File: src/rtl/fetch_unit_pkg.sv
// Shared types and constants for the instruction fetch unit.
package fetch_unit_pkg;

  localparam int unsigned ADDR_W      = 32;
  localparam int unsigned INSTR_W     = 16;
  localparam int unsigned INSTR_BYTES = 2;

  typedef enum logic [1:0] {
    FETCH   = 2'd0,
    DISCARD = 2'd1,
    HALTED  = 2'd2
  } fetch_state_e;

  typedef struct packed {
    logic [INSTR_W-1:0] instr;
    logic [ADDR_W-1:0]  pc;
  } fetch_entry_t;

endpackage

File: src/rtl/fetch_buffer.sv
// Two-entry shift FIFO of fetched {instruction, pc}; slot0 is always the head,
// so head data and head_valid come straight from flops.
module fetch_buffer
  import fetch_unit_pkg::*;
(
  input  logic         clk,
  input  logic         reset,
  input  logic         push,
  input  fetch_entry_t push_entry,
  input  logic         pop,
  input  logic         flush,
  output fetch_entry_t head,
  output logic         head_valid,
  output logic [1:0]   count
);

  fetch_entry_t slot0_q, slot1_q, slot0_n, slot1_n;
  logic [1:0]   count_q, count_n;
  logic         pop_ok, push_ok;

  always_comb begin
    pop_ok  = pop && (count_q != 2'd0);
    push_ok = push && ((count_q != 2'd2) || pop_ok);
    slot0_n = slot0_q;
    slot1_n = slot1_q;
    count_n = count_q;
    if (flush) begin
      count_n = 2'd0;
    end else begin
      case ({push_ok, pop_ok})
        2'b10: begin
          if (count_q == 2'd0) slot0_n = push_entry;
          else                 slot1_n = push_entry;
          count_n = count_q + 2'd1;
        end
        2'b01: begin
          slot0_n = slot1_q;
          count_n = count_q - 2'd1;
        end
        2'b11: begin
          // occupancy unchanged; new entry lands behind whatever remains
          if (count_q == 2'd1) begin
            slot0_n = push_entry;
          end else begin
            slot0_n = slot1_q;
            slot1_n = push_entry;
          end
        end
        default: ;
      endcase
    end
  end

  always_ff @(posedge clk) begin
    if (reset) begin
      slot0_q    <= '0;
      slot1_q    <= '0;
      count_q    <= 2'd0;
      head_valid <= 1'b0;
    end else begin
      slot0_q    <= slot0_n;
      slot1_q    <= slot1_n;
      count_q    <= count_n;
      head_valid <= (count_n != 2'd0);
    end
  end

  assign head  = slot0_q;
  assign count = count_q;

endmodule

File: src/rtl/fetch_unit.sv
// Instruction fetch: single-outstanding halfword requests to memory, 2-entry
// buffer toward decode, branch redirect with stale-response discard, and halt.
module fetch_unit
  import fetch_unit_pkg::*;
#(
  parameter logic [31:0] RESET_PC = 32'h0000_0000,
  parameter int unsigned DEPTH    = 2
) (
  input  logic        clk,
  input  logic        reset,
  output logic        mem_req,
  output logic [31:0] mem_addr,
  input  logic        mem_ready,
  input  logic [15:0] mem_rdata,
  output logic [15:0] instruction,
  output logic [31:0] PC_out,
  output logic        valid,
  input  logic        stall,
  input  logic        branch_taken,
  input  logic [31:0] branch_target,
  input  logic        halt
);

  localparam logic [ADDR_W-1:0] PC_MASK     = ~ADDR_W'(1);
  localparam logic [ADDR_W-1:0] RESET_PC_AL = RESET_PC & PC_MASK;
  localparam logic [ADDR_W-1:0] PC_STEP     = ADDR_W'(INSTR_BYTES);
  localparam logic [1:0]        FIFO_FULL   = 2'(DEPTH);

  fetch_state_e      state_q, state_n;
  logic              mem_req_q, mem_req_n;
  logic [ADDR_W-1:0] mem_addr_q, mem_addr_n;
  logic [ADDR_W-1:0] pc_q, pc_n;
  logic              halt_pend_q, halt_pend_n;

  logic              hold, done, pop, push, flush, issue;
  logic [1:0]        occ, occ_n;
  fetch_entry_t      push_entry, head;
  logic              head_valid;

  assign hold = mem_req_q && !mem_ready;
  assign done = mem_req_q && mem_ready;
  assign pop  = head_valid && !stall;

  assign push_entry.instr = mem_rdata;
  assign push_entry.pc    = mem_addr_q;

  // next-state, redirect and request issue
  always_comb begin
    state_n     = state_q;
    pc_n        = pc_q;
    halt_pend_n = halt_pend_q;
    push        = 1'b0;
    flush       = 1'b0;
    mem_req_n   = hold;
    mem_addr_n  = mem_addr_q;
    occ_n       = occ;
    issue       = 1'b0;

    case (state_q)
      FETCH: begin
        if (halt || halt_pend_q) begin
          halt_pend_n = 1'b1;
          push        = done;
          if (!hold) state_n = HALTED;
        end else if (branch_taken) begin
          flush = 1'b1;
          pc_n  = branch_target & PC_MASK;
          if (hold) state_n = DISCARD;
        end else begin
          push = done;
        end
      end
      DISCARD: begin
        // the in-flight response belongs to the old path and is never buffered
        if (halt || halt_pend_q) begin
          halt_pend_n = 1'b1;
          if (!hold) state_n = HALTED;
        end else begin
          if (branch_taken) begin
            flush = 1'b1;
            pc_n  = branch_target & PC_MASK;
          end
          if (!hold) state_n = FETCH;
        end
      end
      HALTED: ;
      default: state_n = FETCH;
    endcase

    if (flush) occ_n = 2'd0;
    else       occ_n = 2'(occ + {1'b0, push} - {1'b0, pop});

    issue = (state_n == FETCH) && !halt_pend_n && !hold && (occ_n < FIFO_FULL);
    if (issue) begin
      mem_req_n  = 1'b1;
      mem_addr_n = pc_n;
      pc_n       = pc_n + PC_STEP;
    end
  end

  always_ff @(posedge clk) begin
    if (reset) begin
      state_q     <= FETCH;
      mem_req_q   <= 1'b0;
      mem_addr_q  <= RESET_PC_AL;
      pc_q        <= RESET_PC_AL;
      halt_pend_q <= 1'b0;
    end else begin
      state_q     <= state_n;
      mem_req_q   <= mem_req_n;
      mem_addr_q  <= mem_addr_n;
      pc_q        <= pc_n;
      halt_pend_q <= halt_pend_n;
    end
  end

  fetch_buffer u_buffer (
    .clk        (clk),
    .reset      (reset),
    .push       (push),
    .push_entry (push_entry),
    .pop        (pop),
    .flush      (flush),
    .head       (head),
    .head_valid (head_valid),
    .count      (occ)
  );

  assign mem_req     = mem_req_q;
  assign mem_addr    = mem_addr_q;
  assign instruction = head.instr;
  assign PC_out      = head.pc;
  assign valid       = head_valid;

endmodule

File: config.mk
export PLATFORM = sky130hd
export DESIGN_NAME = fetch_unit
export DESIGN_NICKNAME = d
export VERILOG_FILES = /design/src/rtl/fetch_unit_pkg.sv /design/src/rtl/fetch_buffer.sv /design/src/rtl/fetch_unit.sv
export SDC_FILE = /design/constraint.sdc
export NUM_CORES = 1
export LEC_CHECK = 0
export BUFFER_PORTS_ARGS = -buffer_cell sky130_fd_sc_hd__buf_4
export CELL_PAD_IN_SITES_DETAIL_PLACEMENT = 2
export CELL_PAD_IN_SITES_GLOBAL_PLACEMENT = 2
export CORE_MARGIN = 3
export CORE_UTILIZATION = 33
export CTS_CLUSTER_DIAMETER = 120
export DETAILED_ROUTE_END_ITERATION = 16
export PLACE_DENSITY = 0.9
export SYNTH_ARGS = -nofsm -noshare
export SYNTH_HDL_FRONTEND = slang
export SYNTH_SLANG_ARGS = --single-unit
export TNS_END_PERCENT = 5
File: constraint.sdc
create_clock -name clk -period 4.04 [get_ports clk]
set_input_delay 0.808 -clock clk [delete_from_list [all_inputs] [get_ports clk]]
set_output_delay 0.808 -clock clk [all_outputs]
set_load 0.01 [all_outputs]
Word-level counts from Yosys, hierarchy flattened
Index checks and enable logic that the tools add are counted.

word-level totals
  bits in registers = 167
  bits of input ports = 54
  word-level logic and storage cells = 81

cells by class
  $add $sub $neg = 5
  $lt $le $gt $ge = 1
  eq/ne operators = 10
  mux-type cells = 29
  bitwise operators = 1
  reduce and logical (&&, ||, !) cells = 24

operators with widths
  operator               number
  $mux 48                4
  $pmux 48 s3            1
  $mux 32                4
  $pmux 48 s2            1
  $add 32x2->32 const B  1
  $mux 2                 8
  $mux 1                 9
  $logic_and 1x1->1      8
  $eq 2x1->1 const B     3
  $eq 2x2->1 const B     3
  $logic_not 2->1        3
  $ne 2x2->1 const B     3
  $pmux 2 s3             1
  $reduce_bool 2->1      3
  $logic_not 1->1        4
  $pmux 2 s2             1
  $reduce_and 4->1       1
  $reduce_and 3->1       1
  $reduce_bool 3->1      1
  $add 2x1->2            1
  $add 2x1->2 const B    1
  $logic_or 1x1->1       2
  $lt 2x2->1 const B     1
  $ne 2x1->1 const B     1
  4 further kinds        4

Depth between registers and ports, before layout
Gate-level depths: netlist of run 1.

  word-level depth = 11
  depth in mapped cells = 14
  gate-level depth less buffers = 11

Cells and area by module
A second synthesis of run 1 with hierarchy kept.

unflattened totals
  cell total of the unflattened synthesis = 930
  area, all modules = 7798.7 sq um

modules (own cells, without submodules)
  module        times used  cells each  area an instance (sq um)  sequential area each (sq um)
  fetch_buffer  1           501         4129.0                    1981.9
  fetch_unit    1           429         3669.8                    1361.3

Worst setup path after synthesis of run 1
No wires, ideal clock.

  path kind = in2reg
  from = input halt
  to = register pc_q[31]
  library setup time = 123 ps
  arrival = 3673 ps
  slack = 244 ps
  cell stages on the path = 14
  buffers on the path = 5
  cell sequence = nor4b_1 buf_2 buf_4 buf_4 buf_2 nand2_1 nand2_1 ha_1 inv_1 a2111oi_0 o211ai_1 buf_2 nor4_2 mux2_1

on the way
  word-level cells in the longest chain between the ends = 9
  elaborated cells on any way between the ends = 23
  those cells by class = 3 x add/sub; 1 x order compare; 13 x mux; 6 x reduce/logical

ends and longest elaborated chain
  what                  line                                RTL
  from (decl)           fetch_unit.sv:21                    input logic halt
  $logic_or 1x1->1 *    fetch_unit.sv:61, fetch_unit.sv:75
  $mux 1                fetch_unit.sv:61                    if (halt || halt_pend_q) begin
  $mux 1                fetch_unit.sv:59                    case (state_q)
  $add 2x1->2           fetch_unit.sv:91                    else occ_n = 2'(occ + {1'b0, push} - {1'b0, pop});
  $sub 2x1->2           fetch_unit.sv:91
  $mux 2                fetch_unit.sv:90                    if (flush) occ_n = 2'd0;
  $lt 2x2->1            fetch_unit.sv:93                    issue = (state_n == FETCH) && !halt_pend_n && !hold && (occ_n < FIFO_FULL);
  $logic_and 1x1->1     fetch_unit.sv:93
  $mux 32 *             fetch_unit.sv:94                    if (issue) begin
  to (signal assigned)  fetch_unit.sv:112                   pc_q <= pc_n;
  to (decl)             fetch_unit.sv:32                    logic [ADDR_W-1:0] pc_q, pc_n;

Mark *: on every way between the ends. The rest lies on a longest branch, timed or not.
A chain may end at the register's enable or synchronous reset.

Worst setup path after layout of run 1
Same ends and word-level chain as after synthesis.

==> metrics.log, run 1 <==
INFO  metric placeableCoreArea = approximately 0.022 mm^2
INFO  metric origin_of_the_worst_min_delay_path = u_buffer.slot1_q[7]
INFO  metric critPathLaunchType = primary input
INFO  metric holdBufCountCts = 0
INFO  metric synth_xor_xnor_area_share = 0.3518%
INFO  metric rr_startpoint = u_buffer.count[1]
INFO  metric critPathArrivalTime = 3.69 ns
INFO  metric dominant_register_cell_in_the_synthesized_netlist = sky130_fd_sc_hd__dfxtp_1
INFO  metric synthDistinctLibCells = 55
INFO  metric vias_per_cell = 5.705
INFO  metric final_total_negative_setup_slack = 0 ns
INFO  metric timing.reg2reg.worst_path_depth = 12
INFO  metric nets = 1054
INFO  metric cp.required = between 4 and 5 ns
INFO  metric vdd_ir_drop_max = 257.5 uV
INFO  metric reg2reg_to = u_buffer.head[0]
INFO  metric yosys_top_cell_area_share = 44.76%
INFO  metric total_switching_power = 1.283 mW
INFO  metric initial_core_util = 33.91%
INFO  metric crit_path_category = in2reg
INFO  metric layout-drive-gt1-share = 21.09%
INFO  metric critPathMaxFanout = 10
INFO  metric drt_drc_violations_left = 0
INFO  metric syn_nets = 948
INFO  metric synth_warnings = 0
INFO  metric grt_util_met3 = under 10%
INFO  metric clock_tree.htree_level_count = 4
INFO  metric leakage = 3.378 nW
INFO  metric grt-ovfl-total = 0
INFO  metric fmax = between 0.2 and 0.3 GHz
INFO  metric multiInputGateArea = 0.003845 mm^2
INFO  metric synth.mux.area_fraction = about 5.6%
INFO  metric cp_num_cells = 12
INFO  metric dpl.hpwl = 18900 um
INFO  metric seq_power_share = 44.1%
INFO  metric tritoncts = yes
INFO  metric power_switching_share = a little under a third
INFO  metric ffs_w_async_s_r_synth = 0%
INFO  metric grtUsageMet1 = 29.67%
INFO  metric worst_clock_skew = approximately 0.011 ns
INFO  metric avgSynthCellArea = 8.429 um^2
INFO  metric use_met2 = 38.70%
INFO  metric antenna_violations_before_repair = 0
INFO  metric area_growth_syn_to_layout = 25.67%
INFO  metric grt_max_degree = 83
INFO  metric final.period_utilization = 83.47%
INFO  metric crit_path_top_delay_cell = sky130_fd_sc_hd__nor4b_2
INFO  metric post_cts.repair.setup_buffers = 0
INFO  metric numClockSinks = 167
INFO  metric grt-busiest-layer = met2
INFO  metric finalWeightedCongestion = 0.8452
INFO  metric timing.hold.worst_path_depth = 2
INFO  metric overall_die_area = 0.02447 mm^2
INFO  metric routed_wirelength = 27690 um
INFO  metric clk_latency = 0.44 ns
INFO  metric groute.usage.overall = 22.68%
INFO  metric setup_violations = 0
INFO  metric syn_std_cell_area = about 0.0075 mm^2
INFO  metric clk_pin_slew = 0.07 ns
INFO  metric layout.filler_cells = 2436
INFO  metric setup_slack = 0.6679 ns
INFO  metric rrSetupSlack = about 0.7 ns
INFO  metric seq_area_frac_synth = 44.76%
INFO  metric synth_compound_area_share = 21.66%
INFO  metric cp.buffers_inverters = 5
INFO  metric fp.dieW = around 160 um
INFO  metric preCtsSetupSlack = 0.2841 ns
INFO  metric drt_pass1_iterations = 5
INFO  metric die-height = 156.4 um
INFO  metric cpMostUsedCell = sky130_fd_sc_hd__buf_4
INFO  metric synth_top_family_by_area = simple AND/OR/NAND/NOR gates
INFO  metric clk_root_buffer_cell = sky130_fd_sc_hd__clkbuf_16
INFO  metric yosysMostFrequentCell = sky130_fd_sc_hd__dfxtp_1
INFO  metric synthDominantAreaCellType = sky130_fd_sc_hd__dfxtp_1
INFO  metric drtAntennaViolNets = 0
INFO  metric internal_power = 2.972 mW
INFO  metric worst_slew_margin_rel = roughly a third
INFO  metric wl_per_cell = 21.55 um
INFO  metric netlist_top_cells_area = sky130_fd_sc_hd__dfxtp_1 45%, sky130_fd_sc_hd__a211oi_1 8.0%, sky130_fd_sc_hd__nand2_1 6.4%, sky130_fd_sc_hd__nor2_1 5.9%, sky130_fd_sc_hd__a22oi_1 4.9%
INFO  metric clock_power_share = between 30 and 40%
INFO  metric rsz0062_at_grt = false
INFO  metric register_bit_count_reported_by_yosys = 167
INFO  metric cells_traversed_along_the_worst_timing_path = buf_4, nor4b_2, mux2i_1, inv_1, ha_1, inv_1, a2111oi_0, buf_4, o211ai_1, buf_4, nor4_2, mux2_1
INFO  metric max-clock-path-buffers = 2
INFO  metric register_area = 0.003343 mm^2
INFO  metric io_pins = 136
INFO  metric cts_resized = 0
INFO  metric status = finished clean
INFO  metric grt_pass1_wl = 43820 um
INFO  metric min-delay-path-class = reg2reg
INFO  metric synth_edf_count = 0
INFO  metric first_global_vias = 7714
INFO  metric cts-buffers-inserted = 17
INFO  metric finalHoldViolCount = 0
INFO  metric top_delay_family_on_crit_path = simple AND/OR/NAND/NOR gates
INFO  metric logic_gate_share_of_total_power = 16.3%
INFO  metric slew_viol_final = 0
INFO  metric worst_pin_slew = 1.009 ns
INFO  metric kind_of_end_point_of_the_critical_path = register
INFO  metric yosys.area_share.simple = 21.91%
INFO  metric synthTopCellsByCount = 167 x sky130_fd_sc_hd__dfxtp_1, 127 x sky130_fd_sc_hd__nand2_1, 117 x sky130_fd_sc_hd__nor2_1, 80 x sky130_fd_sc_hd__a211oi_1, 56 x sky130_fd_sc_hd__a21oi_1
INFO  metric drt_iter0_markers = 388
INFO  metric max-cap-violations = 0
INFO  metric floorplan.rows = 54
INFO  metric port-buffer-count = 134
INFO  metric period_needed = 3.372 ns
INFO  metric slowest_delay = 0.54 ns
INFO  metric dr_total_vias = 7331
INFO  metric synth_fa_ha_area_share = 1.340%
INFO  metric whs_endpoint = u_buffer.slot1_q[7]
INFO  metric cells_after_synthesis = approximately 890
INFO  metric pwr_density_cell = 453.4 mW/mm^2
INFO  metric antenna_cells_inserted = 0
## power by group through the flow
stage	Combinational, mW	Sequential (mW)	Clock (mW)
floorplan	0.348	1.90	0
global placement	0.649	1.90	0
detailed placement	0.682	1.91	0
CTS	0.696	1.87	1.72
global route	0.758	1.89	1.78
finish	0.693	1.87	1.69
## worst register-to-register path, delay by kind of cell (launching register included)
kind / cells / cell delay (ns)
adder cells (fa/ha/maj): 2 / 0.54
AND/OR/NAND/NOR: 3 / 0.83
flip-flops: 1 / 0.42
AO/OA/AOI/OAI: 3 / 0.70
buffers and inverters: 4 / 0.71
## cells in the final DEF (no fill, tap or decap), types with 6 or more instances in the layout
cell and n:
sky130_fd_sc_hd__clkbuf_16 17, sky130_fd_sc_hd__nor3b_1 8, sky130_fd_sc_hd__nor4_1 14, sky130_fd_sc_hd__nor3_1 23, sky130_fd_sc_hd__dfxtp_1 167, sky130_fd_sc_hd__a22oi_1 49
sky130_fd_sc_hd__inv_1 10, sky130_fd_sc_hd__a21oi_1 56, sky130_fd_sc_hd__mux2i_1 33, sky130_fd_sc_hd__o31ai_1 7, sky130_fd_sc_hd__and2_1 8, sky130_fd_sc_hd__buf_4 151
sky130_fd_sc_hd__nor2_1 115, sky130_fd_sc_hd__nand4_1 12, sky130_fd_sc_hd__nand2_1 126, sky130_fd_sc_hd__a211oi_1 80, sky130_fd_sc_hd__o21ai_0 7, sky130_fd_sc_hd__and3_1 6
sky130_fd_sc_hd__mux2_2 7, sky130_fd_sc_hd__ha_1 8, sky130_fd_sc_hd__nand3_1 20
## sequential cells by signal, indices dropped and copies added (netlist names)
name                 flops
u_buffer.count           2
mem_addr                32
mem_req                  1
pc_q                    32
u_buffer.slot1_q        48
u_buffer.head_valid      1
u_buffer.head           48
state_q                  2
halt_pend_q              1
## worst max-delay path by stage
| stage | startpoint | endpoint | slack [ns] |
|---|---|---|---|
| floorplan | halt | pc_q[31] | 0.24 |
| global placement | halt | pc_q[31] | 0.40 |
| CTS | u_buffer.count[1] | u_buffer.head[0] | 0.68 |
| detailed placement | halt | pc_q[31] | 0.28 |
| finish | halt | pc_q[31] | 0.67 |
| global route | u_buffer.count[1] | u_buffer.head[0] | 0.42 |
## through the flow
stage	hold WS (ns)	power, mW	instances	area [um^2]	utilization, %
CTS	0.4620	4.288	1285	9385	42.61
detailed placement	0.4526	2.589	1253	8790	39.91
finish	0.4633	4.255	1285	9385	42.61
global placement	0.4417	2.546	1253	8790	39.91
floorplan	0.4368	2.246	886	7468	-
global route	0.4824	4.427	1285	9385	42.61
## routing by layer
metal  wire, um  vias up  share of wire, %
met1      12680     3719                46
met5          0        -                 0
met3        976       32               3.5
met4        421        0               1.5
li1           -     3425                 -
met2      13620      155                49
## kinds of logic (layout without fill, tap and decap cells)
kind of cell / Yosys count / after routing
flops: 167 / 167
xor+xnor: 3 / 3
simple gates: 356 / 356
compound gates: 233 / 233
buf+inv: 78 / 197
mux: 41 / 41
fa+ha+maj: 8 / 8
## area by class of cell
| cell class | count | area share [%] |
|---|---|---|
| multi-input combinational | 641 | 40.97 |
| sequential | 167 | 35.62 |
| timing repair buffer | 155 | 12.93 |
| clock buffer | 18 | 4.573 |
| tap | 280 | 3.733 |
| clock inverter | 14 | 1.773 |
| inverter | 10 | 0.3999 |
(Power assumes the default switching activity.)
==> inputs of run 2 (changes only) <==
- CORE_UTILIZATION: 33 -> 30
- PLACE_DENSITY: 0.9 -> 0.86
- clock period: 4.04 -> 2.88 ns (I/O delays scaled with it)
==> run 2 against run 1 <==
Utilization is 1.7 points lower. Combinational power is 50% higher. Clock skew is 0.00062 ns higher. Hold slack worse by 0.072 ns. Non-clock buffer count is 43 higher. Routed wire length is 5.4% higher. Sequential share of layout area is 2.1 points lower. Largest cell class unchanged.
==> metrics.log, run 2 (synthesis gave the netlist of run 1 again) <==
INFO  metric tritoncts = yes
INFO  metric vias_per_cell = 5.449 (-4.5%)
INFO  metric first_global_vias = 7856 (+1.8%)
INFO  metric kind_of_end_point_of_the_critical_path = register
INFO  metric critPathLaunchType = register
INFO  metric drtAntennaViolNets = 0 (unchanged)
INFO  metric layout.cells.most_common = sky130_fd_sc_hd__buf_4
INFO  metric period_needed = 2.782 ns
INFO  metric crit_path_top_delay_cell = sky130_fd_sc_hd__dfxtp_1
INFO  metric timing.hold.worst_path_depth = 3 (+1)
INFO  metric io_pins = 136 (unchanged)
INFO  metric critPathArrivalTime = 3.10 ns (-0.59 ns)
INFO  metric overall_die_area = 0.02682 mm^2 (+9.6%)
INFO  metric finalWeightedCongestion = 0.8351 (-1.2%)
INFO  metric numClockSinks = 167 (unchanged)
INFO  metric wl_per_cell = 21.28 um (-1.2%)
INFO  metric rrSetupSlack = 0.1 ns (-0.62 ns)
INFO  metric port-buffer-count = 134 (unchanged)
INFO  metric final_design_area_no_fill = 0.009967 mm^2 (+6.2%)
INFO  metric origin_of_the_worst_min_delay_path = mem_rdata[7]
INFO  metric multiInputGateArea = 0.003911 mm^2 (+1.7%)
INFO  metric antenna_cells_inserted = 0 (unchanged)
INFO  metric grt_pass1_wl = 45130 um (+3.0%)
INFO  metric slew_viol_final = 0 (unchanged)
INFO  metric layout.cells.most_common_list = 189 x sky130_fd_sc_hd__buf_4, 166 x sky130_fd_sc_hd__dfxtp_1, 125 x sky130_fd_sc_hd__nand2_1
INFO  metric setup_violations = 0 (unchanged)
INFO  metric area_growth_syn_to_layout = 33.46%
INFO  metric drt_iter0_markers = 404 (+4.1%)
INFO  metric finalHoldViolCount = 0 (unchanged)
INFO  metric clock_tree.htree_level_count = 4 (unchanged)
INFO  metric min-delay-path-class = in2reg
INFO  metric grt-ovfl-total = 0 (unchanged)
INFO  metric design_power_total = 6.289 mW (+48%)
INFO  metric layout-drive-gt1-share = 25.38% (+4.3 points)
INFO  metric clk_root_buffer_cell = sky130_fd_sc_hd__clkbuf_16
INFO  metric whs_endpoint = u_buffer.slot1_q[39]
INFO  metric groute.usage.overall = 21.50% (-1.2 points)
INFO  metric rr_startpoint = halt_pend_q
INFO  metric floorplan.rows = 57 (+5.6%)
INFO  metric status = finished clean
INFO  metric timing.reg2reg.worst_path_depth = 10 (-2)
INFO  metric die-height = 163.8 um (+4.7%)
INFO  metric layout.filler_cells = 2707 (+11%)
INFO  metric drt_drc_violations_left = 0 (unchanged)
INFO  metric grt_max_degree = 127 (+53%)
INFO  metric critPathMaxFanout = 7 (-3)
INFO  metric slowest_delay = 0.41 ns (-0.13 ns)
INFO  metric max-clock-path-buffers = 2 (unchanged)
INFO  metric nets = 1097 (+4.1%)
INFO  metric max-cap-violations = 0 (unchanged)
INFO  metric drt_pass1_iterations = 4 (-1)
INFO  metric worst_slew_margin_rel = 54.97% (+23 points)
INFO  metric final.period_utilization = 96.60%
INFO  metric cp.required = 3.20 ns (-1.16 ns)
INFO  metric clk_latency = 0.44 ns (about the same)
INFO  metric cells_traversed_along_the_worst_timing_path = nor4b_4, nand2_1, nand2_2, ha_4, inv_4, a2111oi_4, o211ai_1, buf_4, nor3_2, mux2_2
INFO  metric dpl.hpwl = 19410 um (+2.7%)
INFO  metric rsz0062_at_grt = true
INFO  metric cts-buffers-inserted = 17 (unchanged)
INFO  metric dr_total_vias = 7476 (+2.0%)
INFO  metric fmax = 0.3594 GHz
INFO  metric place_area = 0.009226 mm^2 (+5.0%)
INFO  metric pwr_density_cell = 631.0 mW/mm^2 (+39%)
INFO  metric worst_pin_slew = 0.6747 ns (-0.3340 ns)
INFO  metric register_area = 0.003344 mm^2 (about the same)
INFO  metric routed_wirelength = 29200 um (+5.4%)
INFO  metric crit_path_category = reg2reg
INFO  metric fp.dieW = 163.8 um (+4.7%)
INFO  metric initial_core_util = 30.62% (-3.3 points)
INFO  metric vdd_ir_drop_max = 271.9 uV (+5.6%)
INFO  metric placeableCoreArea = 0.02439 mm^2 (+11%)
INFO  metric reg2reg_to = pc_q[19]
INFO  metric leakage = 3.656 nW (+8.2%)
INFO  metric antenna_violations_before_repair = 0 (unchanged)
INFO  metric clk_pin_slew = 0.07 ns (about the same)
INFO  metric holdBufCountCts = 0 (unchanged)
INFO  metric worst_clock_skew = 0.01112 ns (+0.0006152 ns)
-- run 2: cell types whose count changed in the layout (fill, tap and decap cells not counted), sizes merged --
cell	delta
buf	+43
clkbuf	-1
clkinv	-3
clkinvlp	-2
bufinv	+3
inv	+3
-- run 2: where the power goes --
group	total, mW	leakage [nW]	internal [mW]	switching [mW]
combinational	1.04	1.98	0.460	0.582
clock	2.62	0.318	1.56	1.06
sequential	2.63	1.36	2.46	0.170
-- run 2: worst max-delay path by stage --
stage	startpoint	to	slack, ns	cells after the start
after global routing	u_buffer.count[1]	u_buffer.head[20]	-0.03	12
after floorplan	halt	pc_q[31]	0.01	14
after detailed placement	u_buffer.count[1]	u_buffer.head[44]	-0.23	11
after CTS	halt_pend_q	pc_q[19]	-0.02	10
after global placement	u_buffer.count[1]	u_buffer.head[46]	0.009	11
final	halt_pend_q	pc_q[19]	0.1	10
-- run 2: metal layers --
metal	up-vias	GRT usage, %	wire length (um)
met5	-	0	0
met4	0	6.997	631
met3	44	3.506	1059
met2	192	36.36	14230
met1	3722	27.98	13280
li1	3518	-	-
-- run 2: timing repair --
| item | in CTS | in global routing |
|---|---|---|
| buffers inserted | 2 | 1 |
| pin swaps | 2 | 3 |
| hold endpoints to repair | 0 | 0 |
| gates cloned | 1 | 0 |
| endpoints found under the setup margin | 85 | 45 |
| gates resized for setup | 2 | 4 |
-- run 2: critical path: cells and delay by family, from the launching register on --
family / cells / cell delay, ns
buffers and inverters: 2 / 0.31
muxes: 1 / 0.37
and+or+nand+nor: 4 / 0.78
DFF: 1 / 0.41
AOI/OAI and AO/OA: 2 / 0.64
adders and majority gates: 1 / 0.16
-- run 2: layout make-up --
type | instances | area share (%)
sequential | 167 | 33.56
multi-input combinational | 641 | 39.24
clock buffer | 17 | 4.268
clock inverter | 15 | 2.347
timing repair buffer | 198 | 16.12
inverter | 10 | 0.4017
tap | 324 | 4.067
-- run 2: metrics by stage --
step                      setup slack (ns)  instances  hold slack [ns]  util [%]  setup TNS (ns)
after floorplan                    0.01483        886           0.4368         -               0
after global placement            0.008597       1336           0.4418     37.83               0
after detailed placement           -0.2312       1336           0.4513     37.83          -5.563
after CTS                         -0.02213       1371           0.3813     40.81        -0.02213
after global routing              -0.03193       1372           0.3815     40.86        -0.08490
final                              0.09782       1372           0.3909     40.86               0
